**src/rtl/s2p_lanes_pkg.sv**
```systemverilog
// Shared types and constants for the multi-lane serial-to-parallel deserializer.
package s2p_lanes_pkg;

    typedef enum logic [1:0] {
        MODO_HOLD = 2'b00,
        MODO_FREE = 2'b01,
        MODO_SYNC = 2'b10,
        MODO_CLR  = 2'b11
    } modo_e;

    typedef enum logic {
        DIR_MSB_FIRST = 1'b0,
        DIR_LSB_FIRST = 1'b1
    } dir_e;

    localparam logic [7:0] SYNC_DEFAULT = 8'hBC;

    // Bit-counter width; a 1-bit counter is kept even for degenerate widths.
    function automatic int unsigned cnt_width(input int unsigned w);
        return (w > 1) ? $clog2(w) : 1;
    endfunction

endpackage

```
**src/rtl/s2p_lane.sv**
```systemverilog
// One lane: WIDTH-bit shift register with direction-selectable insertion.
module s2p_lane
    import s2p_lanes_pkg::*;
#(
    parameter int unsigned WIDTH = 8
) (
    input  logic             clk,
    input  logic             rst_n,
    input  logic             shift_en,
    input  logic             clr,
    input  logic             dir,
    input  logic             din,
    output logic [WIDTH-1:0] post_c
);

    logic [WIDTH-1:0] sr_q;
    logic [WIDTH-1:0] sr_d;

    // Value the register would hold if this edge shifts.
    always_comb begin
        post_c = {sr_q[WIDTH-2:0], din};
        if (dir == DIR_LSB_FIRST) begin
            post_c = {din, sr_q[WIDTH-1:1]};
        end
    end

    always_comb begin
        sr_d = sr_q;
        if (clr) begin
            sr_d = '0;
        end else if (shift_en) begin
            sr_d = post_c;
        end
    end

    always_ff @(posedge clk or negedge rst_n) begin
        if (!rst_n) begin
            sr_q <= '0;
        end else begin
            sr_q <= sr_d;
        end
    end

endmodule

```
**src/rtl/s2p_lanes.sv**
```systemverilog
// Multi-lane deserializer: word framing counter, sync search on lane 0,
// and a VALID/RDY output register with sticky overflow.
module s2p_lanes
    import s2p_lanes_pkg::*;
#(
    parameter int unsigned      LANES = 4,
    parameter int unsigned      WIDTH = 8,
    parameter logic [WIDTH-1:0] SYNC  = WIDTH'(SYNC_DEFAULT)
) (
    input  logic                   CLK,
    input  logic                   reset,
    input  logic                   ENB,
    input  logic [LANES-1:0]       S_IN,
    input  logic [1:0]             MODO,
    input  logic                   DIR,
    input  logic                   RDY,
    output logic [LANES*WIDTH-1:0] Q,
    output logic                   VALID,
    output logic                   LOCKED,
    output logic                   OVF
);

    localparam int unsigned CW = cnt_width(WIDTH);
    localparam int unsigned QW = LANES * WIDTH;
    localparam logic [CW-1:0] LAST = CW'(WIDTH - 1);

    logic [QW-1:0] post_c;
    logic          clr_c;
    logic          chg_c;
    logic          shift_c;
    logic          count_c;
    logic          done_c;
    logic          match_c;

    logic [CW-1:0] cnt_q,       cnt_d;
    logic [1:0]    modo_prev_q, modo_prev_d;
    logic [QW-1:0] q_q,         q_d;
    logic          valid_q,     valid_d;
    logic          locked_q,    locked_d;
    logic          ovf_q,       ovf_d;

    for (genvar i = 0; i < LANES; i++) begin : g_lane
        s2p_lane #(.WIDTH(WIDTH)) u_lane (
            .clk      (CLK),
            .rst_n    (reset),
            .shift_en (shift_c),
            .clr      (clr_c),
            .dir      (DIR),
            .din      (S_IN[i]),
            .post_c   (post_c[i*WIDTH +: WIDTH])
        );
    end

    // A mode-change edge never shifts; counting only happens once framed.
    always_comb begin
        clr_c   = (MODO == MODO_CLR);
        chg_c   = (MODO != modo_prev_q);
        shift_c = ENB && !chg_c && ((MODO == MODO_FREE) || (MODO == MODO_SYNC));
        count_c = shift_c && ((MODO == MODO_FREE) || locked_q);
        done_c  = count_c && (cnt_q == LAST);
        match_c = shift_c && (MODO == MODO_SYNC) && !locked_q
                  && (post_c[WIDTH-1:0] == SYNC);
    end

    always_comb begin
        cnt_d       = cnt_q;
        modo_prev_d = MODO;
        q_d         = q_q;
        valid_d     = valid_q;
        locked_d    = locked_q;
        ovf_d       = ovf_q;

        if (clr_c) begin
            cnt_d    = '0;
            q_d      = '0;
            valid_d  = 1'b0;
            locked_d = 1'b0;
            ovf_d    = 1'b0;
        end else begin
            if (chg_c) begin
                cnt_d    = '0;
                locked_d = 1'b0;
            end else if (done_c) begin
                cnt_d = '0;
            end else if (count_c) begin
                cnt_d = cnt_q + CW'(1);
            end else if (match_c) begin
                cnt_d    = '0;
                locked_d = 1'b1;
            end

            // A full output register with no taker drops the new word.
            if (done_c) begin
                if (!valid_q || RDY) begin
                    q_d     = post_c;
                    valid_d = 1'b1;
                end else begin
                    ovf_d = 1'b1;
                end
            end else if (valid_q && RDY) begin
                valid_d = 1'b0;
            end
        end
    end

    always_ff @(posedge CLK or negedge reset) begin
        if (!reset) begin
            cnt_q       <= '0;
            modo_prev_q <= '0;
            q_q         <= '0;
            valid_q     <= 1'b0;
            locked_q    <= 1'b0;
            ovf_q       <= 1'b0;
        end else begin
            cnt_q       <= cnt_d;
            modo_prev_q <= modo_prev_d;
            q_q         <= q_d;
            valid_q     <= valid_d;
            locked_q    <= locked_d;
            ovf_q       <= ovf_d;
        end
    end

    assign Q      = q_q;
    assign VALID  = valid_q;
    assign LOCKED = locked_q;
    assign OVF    = ovf_q;

endmodule

```
**config.mk**
```make
export PLATFORM = sky130hd
export DESIGN_NAME = s2p_lanes
export DESIGN_NICKNAME = d
export VERILOG_FILES = /design/src/rtl/s2p_lanes_pkg.sv /design/src/rtl/s2p_lane.sv /design/src/rtl/s2p_lanes.sv
export SDC_FILE = /design/constraint.sdc
export NUM_CORES = 1
export LEC_CHECK = 0
export ABC_AREA = 1
export CAP_MARGIN = 30
export CELL_PAD_IN_SITES_DETAIL_PLACEMENT = 2
export CELL_PAD_IN_SITES_GLOBAL_PLACEMENT = 2
export CORE_ASPECT_RATIO = 0.8
export CORE_MARGIN = 8
export CORE_UTILIZATION = 30
export CTS_BUF_LIST = sky130_fd_sc_hd__clkbuf_2
export CTS_CLUSTER_SIZE = 24
export DETAILED_ROUTE_END_ITERATION = 12
export PLACE_DENSITY = 0.7
export REMOVE_ABC_BUFFERS = 1
export SYNTH_ARGS = -nofsm -noshare
export SYNTH_HDL_FRONTEND = slang
export SYNTH_SLANG_ARGS = --single-unit
```
**constraint.sdc**
```tcl
create_clock -name CLK -period 2.3 [get_ports CLK]
set_input_delay 0.46 -clock CLK [delete_from_list [all_inputs] [get_ports CLK]]
set_output_delay 0.46 -clock CLK [all_outputs]
set_load 0.02 [all_outputs]
```
Word level (Yosys, flattened, before mapping)
Index checks and enable logic that the tools add are counted.
{"block": "totals", "register_bits": 72, "in_bits": 11, "out_inout_bits": 35, "elab_cells": 77}
{"block": "classes", "n_addsub": 1, "n_eq_ne": 10, "mux": 32, "reduce_logical": 24}
{"cell": "$mux 32", "n": 3}
{"cell": "$mux 8", "n": 12}
{"cell": "$mux 3", "n": 5}
{"cell": "$mux 1", "n": 12}
{"cell": "$eq 8x8->1 const B", "n": 1}
{"cell": "$logic_and 1x1->1", "n": 8}
{"cell": "$ne 3x3->1 const B", "n": 2}
{"cell": "$reduce_and 2->1", "n": 3}
{"cell": "$reduce_bool 2->1", "n": 3}
{"cell": "$reduce_bool 3->1", "n": 2}
{"cell": "$reduce_bool 5->1", "n": 1}
{"cell": "$eq 2x2->1 const B", "n": 2}
{"cell": "$add 3x1->3 const B", "n": 1}
{"cell": "$eq 3x3->1 const B", "n": 1}
{"cell": "$logic_not 1->1", "n": 3}
{"cell": "$logic_or 1x1->1", "n": 3}
{"cell": "$ne 3x2->1 const B", "n": 1}
{"cell": "$reduce_and 3->1", "n": 1}
{"cell": "$eq 2x1->1 const B", "n": 1}
{"cell": "$ne 2x2->1", "n": 1}
{"cell": "$ne 2x2->1 const B", "n": 1}

Logic depth before layout (Yosys ltp)
{"block": "logic_depth", "depth_word": 12, "mapped_depth": 11, "depth_no_buf": 10}

By module
From an unflattened synthesis, not the netlist that was laid out.
{"block": "unflattened", "cells_unflattened": 527, "hier_area_um2": 4179.0}
{"mod": "s2p_lanes", "instances": 1, "cells_each": 283, "area_each_um2": 2347.3, "seq_area_each_um2": 1001.0}
{"mod": "s2p_lane", "instances": 4, "cells_each": 61, "area_each_um2": 457.9, "seq_area_each_um2": 200.2}

Worst setup path after synthesis
OpenSTA, ideal clock, no wires.
{"block": "synth_timing", "path_type": "in2reg", "start": "input MODO[0]", "end": "register q_q[0] (netlist: Q[0])", "setup_ns": 0.117, "arrival_ns": 1.629, "required_ns": 2.183, "path_slack_ns": 0.553, "stages": 9, "n_path_buf": 1, "path_cell_list": "inv_1 > ha_1 > nor2_2 > nand3_2 > nor2_2 > nand3_4 > buf_6 > nand3_2 > nand2_1"}
{"block": "synth_via", "elab_chain_len": 8, "word_cells_on_any_way": 15, "cone_classes": "eq/ne (4); mux (1); reduce/logical (10)"}
{"element": "start, declared", "line_no": "s2p_lanes.sv:14", "rtl": "input logic [1:0] MODO,"}
{"element": "$ne 2x2->1", "line_no": "s2p_lanes.sv:57", "rtl": "chg_c = (MODO != modo_prev_q);"}
{"element": "$logic_not 1->1", "line_no": "s2p_lanes.sv:58", "rtl": "shift_c = ENB && !chg_c && ((MODO == MODO_FREE) || (MODO == MODO_SYNC));"}
{"element": "$logic_and 1x1->1 (2 in series)", "line_no": "s2p_lanes.sv:58"}
{"element": "$logic_and 1x1->1", "line_no": "s2p_lanes.sv:59", "rtl": "count_c = shift_c && ((MODO == MODO_FREE) || locked_q);"}
{"element": "$logic_and 1x1->1", "line_no": "s2p_lanes.sv:60", "rtl": "done_c = count_c && (cnt_q == LAST);"}
{"element": "$reduce_bool 2->1 (no source line)"}
{"element": "$reduce_and 2->1 (no source line)"}
{"element": "end signal, assigned", "line_no": "s2p_lanes.sv:117", "rtl": "q_q <= q_d;"}
{"element": "end, declared", "line_no": "s2p_lanes.sv:37", "rtl": "logic [QW-1:0] q_q, q_d;"}
Several ways; a longest one is shown, not always the timed one.
A chain may end at the register's enable or synchronous reset.

Worst setup path in the final report
{"block": "layout_timing", "start": "register q_q[0] (netlist: Q[0])", "end": "output Q[0]"}
{"element": "end, declared", "line_no": "s2p_lanes.sv:17", "rtl": "output logic [LANES*WIDTH-1:0] Q,"}
No word-level cell between the ends.

==> flow_metrics.tcl <==
set metrics [dict create \
    synthTopCellsByArea "dfrtp_1 48%, nand2_1 11%, nand3_2 8.5%, nand3_1 6.1%, inv_1 4.5%" \
    hp-class "in2async" \
    fin_tns_setup_ps 0 \
    cts_tree "built" \
    antenna_found_initial 0 \
    finClkSkew_ps 41.8 \
    mostFrequentLayoutCell "nand2_1" \
    final_core_util 0.376 \
    netlist_instances 451 \
    yosysTopAreaCellShare 0.477 \
    core_region_area_mm2 0.0123 \
    cp.required_ps 1840 \
    p_sw_mw 0.838 \
    yosysWarningCount 0 \
    pin_count 46 \
    drtIter0Drc 76 \
    pwr-share-comb 0.194 \
    grt_max_degree 45 \
    cts_buffers 9 \
    p_seq_frac 0.564 \
    finalSetupViolations 0 \
    grt-busiest-layer "met2" \
    cp_max_fo 2 \
    pwr-share-clk 0.242 \
    synth_top_area_cell "dfrtp_1" \
    switching_share 0.330 \
    endpoint_kind "output pin" \
    p_leak_nw 2.20 \
    cp_slowest_cell "clkdlybuf4s50_1" \
    clockRootBuffer "clkbuf_2" \
    use_met2 0.238 \
    final_hold_viol_count 0 \
    start_util 0.309 \
    first_global_vias 3562 \
    clk_latency_ps 540 \
    startpoint_type "flip-flop" \
    dr.pass1.iters 4 \
    drv_slew 0 \
    grt_pass1_wl_mm 17.9 \
    ctsResizeCount 0 \
    rsz0062_at_grt "false" \
    fp.dieH_um 116 \
    fin_crit_sh 0.891 \
    ys_seq_area_frac 0.477 \
    ir_drop_v 0.000229 \
    rows 36 \
    cap_violations 0 \
    cts_sinks 72 \
    p_int_mw 1.70 \
    worst_path_largest_cell_delay_ps 620 \
    arrival_ps 1590 \
    multi_input_area_mm2 0.00159 \
    avgSynthCellArea_um2 8.38 \
    power_mw 2.54 \
    max_freq_ghz 0.488 \
    final_cell_mix "111 x nand2_1, 72 x dfrtp_1, 46 x nand3_1" \
    post_dp_cell_area_mm2 0.00451 \
    antenna_cells 0 \
    drt_wl_total_mm 10.3 \
    area_growth_pct 21.8 \
    min_period_ps 2050 \
    netlist_area_mm2 0.00378 \
    track_usage 0.136 \
    viasPerCell 4.72 \
    crit_buf_inv 1 \
    placement.io_buffers 45 \
    nets 518 \
    post_cts.repair.setup_buffers 0 \
    clk_pin_slew_worst_paths_ps 230 \
    status "finished, final reports clean" \
    met1_usage 0.162 \
    p_per_area_mw_per_mm2 551 \
    crit_chain "clkdlybuf4s50_1" \
    wl_per_cell_um 15.3 \
    ys_seq_elements 72 \
    synth_cell_types 23 \
    drtAntennaViolNets 0 \
    max_slew_margin 0.612 \
    drcViolationCount 0 \
    dieArea_mm2 0.0165 \
    regArea_mm2 0.00180 \
    gp_congestion 0.740 \
    worst_path_dominant_cell_family "buffers and inverters" \
    grtUsageMet3 0.0384 \
    drive_above_1_share 0.162 \
    vias 3201 \
    htree_levels 3 \
    dp_hpwl_mm 7.55 \
    grt-ovfl-total 0 \
    post-route-cell-area_mm2 0.00460 \
    cts_buffer_depth 2 \
    worstMarginPinSlew_ps 582 \
    die_w_um 142 \
    nFillCells 1417 \
    worst-setup-path-type "reg2out" \
]
-- synth_stat cells --
cell type  instances
nor2_1            17
dfrtp_1           72
nor2_8             1
inv_2              3
nand2_2            1
buf_4              3
nand2_1          111
xnor2_1            1
clkbuf_1           3
buf_6              9
inv_1             45
o21ai_1           29
nand3_4            1
nand4_1            1
nor2_2             3
nor3_2             1
nand3_2           32
ha_1               5
buf_2             15
o21ai_0           25
a21oi_1           26
o21a_1             1
nand3_1           46
-- area by class of cell --
class / count / area share
clock inverter: 4 / 0.00462
sequential: 72 / 0.391
multi-input combinational: 301 / 0.345
inverter: 48 / 0.0391
tap: 171 / 0.0465
timing repair buffer: 70 / 0.160
clock buffer: 12 / 0.0130
-- sequential cells by signal, indices dropped and copies added, names as in the netlist --
register,flops
LOCKED,1
OVF,1
cnt_q,3
Q,32
modo_prev_q,2
VALID,1
g_lane.u_lane.sr_q,32
-- power by group through the flow --
stage               logic, mW  clock network, mW  registers [mW]
floorplan               0.306                  0            1.44
global placement        0.483                  0            1.45
detailed placement      0.499                  0            1.46
CTS                     0.506              0.663            1.43
global route            0.572              0.698            1.44
finish                  0.493              0.613            1.43
-- per-layer routing --
metal	vias to the layer above	share of wire
met5	-	0
met4	0	0.011
met3	10	0.040
met2	32	0.49
met1	1600	0.46
li1	1559	-
-- path summary, 6_finish.rpt --
check	startpoint	end	slack, ps	depth (start not counted)
setup reg to reg	cnt_q[1]	Q[24]	710	7
max in group asynchronous	reset	g_lane[3].u_lane.sr_q[3]	1300	3
hold / removal	reset	g_lane[0].u_lane.sr_q[1]	430	2
hold reg to reg	Q[27]	Q[27]	530	2
min in group CLK	MODO[0]	modo_prev_q[0]	530	2
setup / recovery	Q[0]	Q[0]	250	1
-- repair_timing --
| item | in CTS | in global routing |
|---|---|---|
| hold buffers | 1 | 0 |
| endpoints found under the hold margin | 38 | 0 |
| endpoints found under the setup margin | 0 | 0 |
-- kinds of logic after synthesis --
| logic type | synth area share |
|---|---|
| fa+ha+maj | 0.0165 |
| xor+xnor | 0.00232 |
| buf+inv | 0.103 |
| compound gates | 0.108 |
| simple gates | 0.294 |
| flops | 0.477 |
-- metrics by stage --
step,std cells,hold slack [ps],worst slack (ps)
2_1_floorplan,421,164,-196
3_3_place_gp,661,488,38.7
3_5_place_dp,661,495,-48.5
4_1_cts,678,408,180
5_1_grt,678,432,148
6_report,678,427,250
Note: power is estimated with default switching activity, not from simulation.
